<file path="src/rtl/vector_uop_sequencer_if.sv">
// Handshake bundle between an instruction source / micro-op consumer and the
// vector micro-op sequencer.
interface vector_uop_sequencer_if;
  logic        in_valid;
  logic        in_ready;
  logic [31:0] in_vl;
  logic [31:0] in_vstart;
  logic [1:0]  in_sew;
  logic        uop_valid;
  logic        uop_ready;
  logic [31:0] uop_offset;
  logic [3:0]  uop_vl;
  logic        uop_first;
  logic        uop_last;
  logic        flush;
  logic        busy;
  logic        done;

  modport master (
    output in_valid, in_vl, in_vstart, in_sew, uop_ready, flush,
    input  in_ready, uop_valid, uop_offset, uop_vl, uop_first, uop_last, busy, done
  );

  modport slave (
    input  in_valid, in_vl, in_vstart, in_sew, uop_ready, flush,
    output in_ready, uop_valid, uop_offset, uop_vl, uop_first, uop_last, busy, done
  );
endinterface

</file>
<file path="src/rtl/vector_uop_sequencer.sv">
// Splits one vector instruction (vl, vstart, sew) into datapath-wide micro-ops,
// one per cycle while the consumer is ready.
module vector_uop_sequencer #(
  parameter int unsigned DP_BYTES = 8
) (
  input  logic                   CLK,
  input  logic                   nRST,
  vector_uop_sequencer_if.slave  bus
);

  typedef enum logic {IDLE, ISSUE} state_t;

  state_t      state, state_nxt;
  logic [31:0] offset, vl_q;
  logic [1:0]  sew_q;
  logic        first_q, done_q, done_nxt;
  logic [31:0] epu, remain, cur_vl;
  logic        accept, fire, last_c, issuing;

  // sew 11 is treated as 32-bit elements
  always_comb begin
    case (sew_q)
      2'b00:   epu = 32'(DP_BYTES);
      2'b01:   epu = 32'(DP_BYTES) >> 1;
      default: epu = 32'(DP_BYTES) >> 2;
    endcase
  end

  assign remain  = vl_q - offset;
  assign cur_vl  = (remain < epu) ? remain : epu;
  assign last_c  = (offset + cur_vl) >= vl_q;
  assign issuing = (state == ISSUE);

  assign bus.in_ready   = (state == IDLE) && !bus.flush;
  assign bus.uop_valid  = issuing;
  assign bus.uop_offset = offset;
  assign bus.uop_vl     = issuing ? cur_vl[3:0] : 4'd0;
  assign bus.uop_first  = issuing && first_q;
  assign bus.uop_last   = issuing && last_c;
  assign bus.busy       = issuing;
  assign bus.done       = done_q;

  assign accept = bus.in_valid && bus.in_ready;
  assign fire   = issuing && bus.uop_ready;

  always_ff @(posedge CLK or negedge nRST) begin
    if (!nRST) state <= IDLE;
    else       state <= state_nxt;
  end

  // flush wins over both acceptance and an in-flight handshake
  always_comb begin
    state_nxt = state;
    done_nxt  = 1'b0;
    if (bus.flush) begin
      state_nxt = IDLE;
    end else begin
      case (state)
        IDLE: if (accept) begin
          if (bus.in_vstart < bus.in_vl) state_nxt = ISSUE;
          else                           done_nxt  = 1'b1;
        end
        ISSUE: if (fire && last_c) begin
          state_nxt = IDLE;
          done_nxt  = 1'b1;
        end
        default: state_nxt = IDLE;
      endcase
    end
  end

  always_ff @(posedge CLK or negedge nRST) begin
    if (!nRST) begin
      offset  <= '0;
      vl_q    <= '0;
      sew_q   <= '0;
      first_q <= 1'b0;
      done_q  <= 1'b0;
    end else begin
      done_q <= done_nxt;
      if (accept) begin
        vl_q    <= bus.in_vl;
        sew_q   <= bus.in_sew;
        offset  <= bus.in_vstart;
        first_q <= 1'b1;
      end else if (fire && !bus.flush) begin
        offset  <= offset + cur_vl;
        first_q <= 1'b0;
      end
    end
  end

endmodule

</file>
<file path="src/flat_wrapper.sv">
// flat-port wrapper written by rule: the top's interface ports become plain ports
module vector_uop_sequencer_flat 
#(
  parameter int unsigned DP_BYTES = 8
)
  (CLK, nRST, bus_in_valid, bus_in_vl, bus_in_vstart, bus_in_sew, bus_uop_ready, bus_flush, bus_in_ready, bus_uop_valid, bus_uop_offset, bus_uop_vl, bus_uop_first, bus_uop_last, bus_busy, bus_done);
  vector_uop_sequencer_if bus_i ();
  input  logic CLK;
  input  logic nRST;
  input wire logic [$bits(bus_i.in_valid)-1:0] bus_in_valid;
  input wire logic [$bits(bus_i.in_vl)-1:0] bus_in_vl;
  input wire logic [$bits(bus_i.in_vstart)-1:0] bus_in_vstart;
  input wire logic [$bits(bus_i.in_sew)-1:0] bus_in_sew;
  input wire logic [$bits(bus_i.uop_ready)-1:0] bus_uop_ready;
  input wire logic [$bits(bus_i.flush)-1:0] bus_flush;
  output wire logic [$bits(bus_i.in_ready)-1:0] bus_in_ready;
  output wire logic [$bits(bus_i.uop_valid)-1:0] bus_uop_valid;
  output wire logic [$bits(bus_i.uop_offset)-1:0] bus_uop_offset;
  output wire logic [$bits(bus_i.uop_vl)-1:0] bus_uop_vl;
  output wire logic [$bits(bus_i.uop_first)-1:0] bus_uop_first;
  output wire logic [$bits(bus_i.uop_last)-1:0] bus_uop_last;
  output wire logic [$bits(bus_i.busy)-1:0] bus_busy;
  output wire logic [$bits(bus_i.done)-1:0] bus_done;
  assign bus_i.in_valid = bus_in_valid;
  assign bus_i.in_vl = bus_in_vl;
  assign bus_i.in_vstart = bus_in_vstart;
  assign bus_i.in_sew = bus_in_sew;
  assign bus_i.uop_ready = bus_uop_ready;
  assign bus_i.flush = bus_flush;
  assign bus_in_ready = bus_i.in_ready;
  assign bus_uop_valid = bus_i.uop_valid;
  assign bus_uop_offset = bus_i.uop_offset;
  assign bus_uop_vl = bus_i.uop_vl;
  assign bus_uop_first = bus_i.uop_first;
  assign bus_uop_last = bus_i.uop_last;
  assign bus_busy = bus_i.busy;
  assign bus_done = bus_i.done;
  vector_uop_sequencer #(.DP_BYTES(DP_BYTES)) u_core (.CLK(CLK), .nRST(nRST), .bus(bus_i));
endmodule
</file>
<file path="config.mk">
export PLATFORM = sky130hd
export DESIGN_NAME = vector_uop_sequencer_flat
export DESIGN_NICKNAME = d
export VERILOG_FILES = /design/src/rtl/vector_uop_sequencer_if.sv /design/src/rtl/vector_uop_sequencer.sv /design/src/flat_wrapper.sv
export SDC_FILE = /design/constraint.sdc
export NUM_CORES = 1
export LEC_CHECK = 0
export ABC_CLOCK_PERIOD_IN_PS = 13460
export BUFFER_PORTS_ARGS = -buffer_cell sky130_fd_sc_hd__buf_2
export CELL_PAD_IN_SITES_DETAIL_PLACEMENT = 1
export CELL_PAD_IN_SITES_GLOBAL_PLACEMENT = 1
export CORE_ASPECT_RATIO = 1.1
export CORE_MARGIN = 2
export CORE_UTILIZATION = 47
export CTS_CLUSTER_DIAMETER = 100
export CTS_CLUSTER_SIZE = 40
export DETAILED_ROUTE_END_ITERATION = 8
export HOLD_SLACK_MARGIN = 0.08
export PLACE_DENSITY_LB_ADDON = 0.1
export SYNTH_ARGS = -nofsm -noshare
export SYNTH_HDL_FRONTEND = slang
export SYNTH_SLANG_ARGS = --single-unit
</file>
<file path="constraint.sdc">
create_clock -name CLK -period 13.46 [get_ports CLK]
set_clock_uncertainty 0.1 [all_clocks]
set_input_delay 2.019 -clock CLK [delete_from_list [all_inputs] [get_ports CLK]]
set_output_delay 2.019 -clock CLK [all_outputs]
set_load 0.005 [all_outputs]
</file>
==> results of run 1 <==
## worst min-delay path by stage
stage / cells after the start / to / slack [ns] / start
after CTS: 2 / u_core.first_q$_DFFE_PN0P_ / 0.40 / u_core.first_q$_DFFE_PN0P_
after floorplan: 2 / u_core.first_q$_DFFE_PN0P_ / 0.36 / u_core.first_q$_DFFE_PN0P_
after global routing: 2 / u_core.first_q$_DFFE_PN0P_ / 0.44 / u_core.first_q$_DFFE_PN0P_
after detailed placement: 2 / u_core.first_q$_DFFE_PN0P_ / 0.39 / u_core.first_q$_DFFE_PN0P_
final: 2 / u_core.first_q$_DFFE_PN0P_ / 0.39 / u_core.first_q$_DFFE_PN0P_
after global placement: 2 / u_core.first_q$_DFFE_PN0P_ / 0.37 / u_core.first_q$_DFFE_PN0P_
## metrics by stage
step | area (sq um) | hold WS, ns | cells | worst slack, ns
finish | 9661 | 0.3932 | 1483 | 1.253
global route | 9661 | 0.4391 | 1483 | 0.4319
CTS | 9661 | 0.4017 | 1483 | 1.311
detailed placement | 9384 | 0.3871 | 1467 | 1.916
global placement | 9384 | 0.3725 | 1467 | 2.035
floorplan | 8650 | 0.3585 | 1153 | 3.547
## registers in the layout, summed over array words and instances (netlist names)
register	flops
u_core.bus.busy	1
u_core.bus.done	1
u_core.vl_q	32
u_core.first_q	1
u_core.sew_q	2
u_core.bus.uop_offset	32
## cell families (layout without fill, tap and decap cells)
family,Yosys count,count (layout),synth area share [%]
flip-flops,69,69,20.19
AND/OR/NAND/NOR,374,374,21.98
AO/OA/AOI/OAI,351,351,26.63
buffers and inverters,153,245,6.832
adder cells (fa/ha/maj),128,128,18.90
multiplexers,10,10,1.229
other,1,27,0.04385
XOR/XNOR,41,41,4.199
## synthesized netlist by cell type, drive strengths merged, types with 4 or more instances
master | instances | area (sq um)
mux2i | 6 | 60.06
o31ai | 8 | 65.06
o22ai | 6 | 37.54
dfrtp | 69 | 1727
or3 | 7 | 48.80
nor3b | 6 | 45.04
nand2 | 135 | 506.7
xnor2 | 27 | 236.5
buf | 10 | 47.54
clkbuf | 31 | 116.4
inv | 112 | 420.4
a2111oi | 5 | 62.56
nor3 | 23 | 115.1
nand3b | 9 | 67.56
o211ai | 11 | 82.58
and2 | 15 | 93.84
a22oi | 16 | 120.1
nor4 | 7 | 43.79
o21ai | 96 | 480.5
nand3 | 14 | 70.07
nor2b | 20 | 125.1
a21oi | 87 | 446.7
nand4 | 26 | 162.7
nand2b | 23 | 143.9
a21boi | 8 | 60.06
and3 | 9 | 56.30
xor2 | 14 | 122.6
mux2 | 4 | 45.04
nor2 | 59 | 224.0
o21a | 11 | 90.08
ha | 126 | 1577
a31oi | 9 | 56.30
a211oi | 10 | 80.07
a21o | 49 | 367.9
or2 | 5 | 33.78
## critical path: cells and delay by family, from the launching register on
kind | cells | cell delay [ns]
AND/OR/NAND/NOR | 10 | 2.10
adder cells (fa/ha/maj) | 3 | 1.07
AO/OA/AOI/OAI | 19 | 5.13
buffers and inverters | 2 | 0.19
XOR/XNOR | 2 | 0.49
flip-flops | 1 | 0.36
multiplexers | 1 | 0.40
## cell type report
type	count	area (sq um)	share of cell area (%)
flip-flops and latches	69	1727	17.87
inverters	112	420.4	4.352
repair buffers	117	598.1	6.191
multi-input cells	931	6341	65.64
clock buffers	9	225.2	2.331
well taps	238	297.8	3.083
clock inverters	7	51.30	0.5310
## routing by layer
metal  vias up  share of wire (%)  wire [um]  GRT usage (%)
met5         -                  0          0              0
met4         0                2.3        693          8.495
met3        44                3.5       1053          4.110
met2       175                 48      14390          52.38
met1      4312                 47      14060          41.99
li1       4246                  -          -              -
## power groups by stage
stage / logic, mW / registers [mW] / clock network (mW)
2_1_floorplan: 0.772 / 0.280 / 0
3_3_place_gp: 1.05 / 0.296 / 0
3_5_place_dp: 1.06 / 0.298 / 0
4_1_cts: 1.08 / 0.294 / 0.236
5_1_grt: 1.22 / 0.300 / 0.245
6_report: 1.10 / 0.296 / 0.234
==> flow_summary.yaml, run 1 <==
status:
  status: "completed"
yosys:
  async_flop_share_pct: 100.0
  synth-main-ff-cell: "dfrtp_1"
  yosysSeqAreaShare_pct: 20.19
  syn_avg_cell_area_sq_um: 7.588
  netlist_area_sq_um: 8552
  yosys_warnings: 0
  yosysUniqueCellTypes: 82
  synth_edf_count: 0
  ys_seq_elements: 69
  synthCells: 1127
global_route:
  grt.overflow.total: 0
  track_usage_pct: 31.15
  grt_max_degree: 70
  grt_pass1_vias: 8969
  grt_pass1_wl_um: 47950
  grt_antenna_before_repair: 0
cts:
  cts_sinks: 69
  postCtsSetupRepairBufs: 0
  hold_buffers: 0
  cts_max_level: 3
  cts_root_buf: "clkbuf_16"
  tritoncts: "yes"
  clkLatencyLatePin_ns: 0.35
  cts_resized: 0
  clk_pin_slew_worst_paths_ns: 0.07
  cts_buffer_depth: 2
  cts-buffers-inserted: 9
sta:
  setup_viol: 0
  hold_viol_final: 0
  timing.final.crit_share_pct: 90.69
  worst_pin_slew_ns: 1.056
  period_needed_ns: 12.21
  timing.slew.headroom_pct: 28.97
  fmax_mhz: 81.92
  fin_setup_tns_ns: 0
  drv_slew: 0
  rsz0062_at_grt: "no"
setup_path:
  cp_max_fo: 10
  crit_end: "bus_uop_last"
  critPathRequiredTime_ns: 11.34
  r2r.worst_path.cells: 37
  path_class: "register to primary output"
  start_kind: "register"
  startpoint: "u_core.bus.uop_offset[6]$_DFFE_PN0P_"
  r2r_start: "u_core.bus.uop_offset[6]$_DFFE_PN0P_"
  crit_path_top_delay_cell: "nor4_1"
  arrival_ns: 10.09
  cpPeakStageDelay_ns: 0.84
  cp-end-kind: "primary output"
  rrSetupSlack_ns: 3.42
  crit_top_cell: "o21ai_0"
  timing.rr.end: "u_core.bus.busy$_DFF_PN0_"
pwr:
  seqPwrFrac_pct: 18.1
  p_leak_nw: 4.865
  ir_drop_mv: 0.07519
  power_switching_share_pct: 50.63
  combPwrFrac_pct: 67.5
  clock_power_share_pct: 14.4
  power_density_nw_per_um2: 168.8
  p_sw_mw: 0.8258
  internal_power_mw: 0.8051
  finalPower_mw: 1.631
layout:
  nets: 1439
  fill_cells: 2309
  layout-drive-gt1-share_pct: 12.37
  diodes: 0
  final_cell_mix: "nand2_1, ha_1, inv_1, buf_2, o21ai_0"
  layout_commonest_cell: "nand2_1"
  utilization_pct: 54.46
  area_growth_syn_to_layout_pct: 12.96
route:
  dr.pass1.iters: 5
  wire_per_inst_um: 20.36
  drtIter0Drc: 555
  viasPerCell: 5.918
  num_vias: 8777
  drt-total-wl_um: 30200
  post-route-drc-count: 0
  antenna_left: 0
placement:
  gp_congestion: 0.9354
  hpwl_um: 24310
  portBuffers: 112
die:
  die-area_sq_um: 19290
  io_pins: 113
  initial_core_util_pct: 48.21
  die_h_um: 145.5
  die_w_um: 132.6
  rows: 51
  coreArea_sq_um: 17740
run:
  cap_violations: 0
min_path:
  hp-class: "register to register"
(Power assumes the default switching activity.)
==> inputs of run 2 (changes only) <==
- BUFFER_PORTS_ARGS: -buffer_cell sky130_fd_sc_hd__buf_2 -> -buffer_cell sky130_fd_sc_hd__buf_4
- CORE_MARGIN: 2 -> 1.5
==> run 2 against run 1 <==
  * Combinational power hardly changed
  * Routed wire length is 0.25% higher
  * Clock power is 26% higher
  * Register-to-register slack better by 0.49 ns
  * Largest power group unchanged
==> flow_summary.yaml, run 2 (synthesized netlist as in run 1, its figures left out) <==
die:
  rows: 51
  die_w_um: 131.6
  io_pins: 113
  coreArea_sq_um: 17740
  die-area_sq_um: 19020
  die_h_um: 144.5
  initial_core_util_pct: 48.21
cts:
  clkLatencyLatePin_ns: 0.35
  cts_root_buf: "clkbuf_16"
  postCtsSetupRepairBufs: 0
  cts_resized: 0
  clk_pin_slew_worst_paths_ns: 0.06
  cts-buffers-inserted: 9
  cts_buffer_depth: 2
  cts_max_level: 3
  hold_buffers: 0
  cts_sinks: 69
  tritoncts: "yes"
setup_path:
  crit_path_top_delay_cell: "a2111oi_0"
  cp_max_fo: 6
  start_kind: "register"
  cpPeakStageDelay_ns: 0.68
  arrival_ns: 9.66
  path_class: "register to primary output"
  cp-end-kind: "primary output"
  critPathRequiredTime_ns: 11.34
global_route:
  grt.overflow.total: 0
  grt_max_degree: 70
  grt_antenna_before_repair: 0
  grt_pass1_wl_um: 48580
  track_usage_pct: 32.51
  grt_pass1_vias: 9132
sta:
  fmax_mhz: 84.87
  hold_viol_final: 0
  timing.slew.headroom_pct: 27.84
  rsz0062_at_grt: "no"
  setup_viol: 0
  period_needed_ns: 11.78
  fin_ws_ns: 1.678
  timing.final.crit_share_pct: 87.54
  drv_slew: 0
  fin_setup_tns_ns: 0
  worst_pin_slew_ns: 1.072
route:
  drtIter0Drc: 488
  post-route-drc-count: 0
  antenna_left: 0
  wire_per_inst_um: 20.40
  viasPerCell: 5.988
  drt-total-wl_um: 30270
  num_vias: 8886
  dr.pass1.iters: 6
pwr:
  finalPower_mw: 1.717
  internal_power_mw: 0.8899
  p_sw_mw: 0.8270
  power_switching_share_pct: 48.17
  seqPwrFrac_pct: 17.3
  power_density_nw_per_um2: 171.2
  p_leak_nw: 4.994
  clock_power_share_pct: 17.3
  combPwrFrac_pct: 65.5
  ir_drop_mv: 0.07570
layout:
  utilization_pct: 56.55
  final_cell_mix: "nand2_1, ha_1, buf_4"
  fill_cells: 2300
  nets: 1440
  diodes: 0
  layout-drive-gt1-share_pct: 12.44
  area_growth_syn_to_layout_pct: 17.29
  layout_commonest_cell: "nand2_1"
min_path:
  hp-class: "register to register"
status:
  status: "completed"
placement:
  place_ws_ns: 2.361
  gp_congestion: 0.9350
  portBuffers: 112
  hpwl_um: 24560
run:
  cap_violations: 0
-- run 2: power groups by stage --
stage	clock [mW]	sequential [mW]	combinational, mW
6_report	0.296	0.296	1.12
5_1_grt	0.309	0.301	1.24
4_1_cts	0.299	0.296	1.10
3_5_place_dp	0	0.299	1.08
3_3_place_gp	0	0.297	1.06
2_1_floorplan	0	0.280	0.772
-- run 2: final cells by class --
| class | instances | area, sq um | area share [%] |
|---|---|---|---|
| Clock buffer | 11 | 252.7 | 2.520 |
| Multi-Input combinational cell | 931 | 6341 | 63.22 |
| Timing Repair Buffer | 118 | 885.9 | 8.831 |
| Clock inverter | 5 | 106.4 | 1.060 |
| Sequential cell | 69 | 1727 | 17.21 |
| Tap cell | 238 | 297.8 | 2.969 |
| Inverter | 112 | 420.4 | 4.191 |
-- run 2: path summary, 6_finish.rpt --
path | slack (ns) | cells after the start | start | endpoint
worst min-delay path | 0.41 | 2 | u_core.first_q$_DFFE_PN0P_ | u_core.first_q$_DFFE_PN0P_
min in group asynchronous | 1.68 | 1 | nRST | u_core.vl_q[1]$_DFFE_PN0P_
max in group asynchronous | 10.89 | 1 | nRST | u_core.bus.uop_offset[30]$_DFFE_PN0P_
worst max-delay path | 1.68 | 40 | u_core.bus.uop_offset[1]$_DFFE_PN0P_ | bus_uop_last
worst min register to register | 0.41 | 2 | u_core.first_q$_DFFE_PN0P_ | u_core.first_q$_DFFE_PN0P_
worst max register to register | 3.91 | 40 | u_core.bus.uop_offset[1]$_DFFE_PN0P_ | u_core.bus.busy$_DFF_PN0_
-- run 2: worst max-delay path: cells and delay by family, from the launching register on --
kind	cells	cell delay (ns)
flip-flops	1	0.43
multiplexers	1	0.39
adder cells (fa/ha/maj)	4	1.14
XOR/XNOR	2	0.32
AO/OA/AOI/OAI	16	4.40
AND/OR/NAND/NOR	15	2.36
buffers and inverters	2	0.24
-- run 2: layer usage --
layer	GRT usage [%]	vias to the layer above	part of all wire, %
met5	0	-	0
met4	10.41	0	2.3
met3	5.433	44	4.7
met2	55.71	223	47
met1	41.90	4362	46
li1	-	4257	-
-- run 2: stage by stage --
stage,cell area (sq um),instances,hold WS (ns)
after CTS,10030,1484,0.4151
final,10030,1484,0.4134
after detailed placement,9672,1468,0.4026
after floorplan,8650,1153,0.3585
after global placement,9672,1468,0.3694
after global routing,10030,1484,0.4632
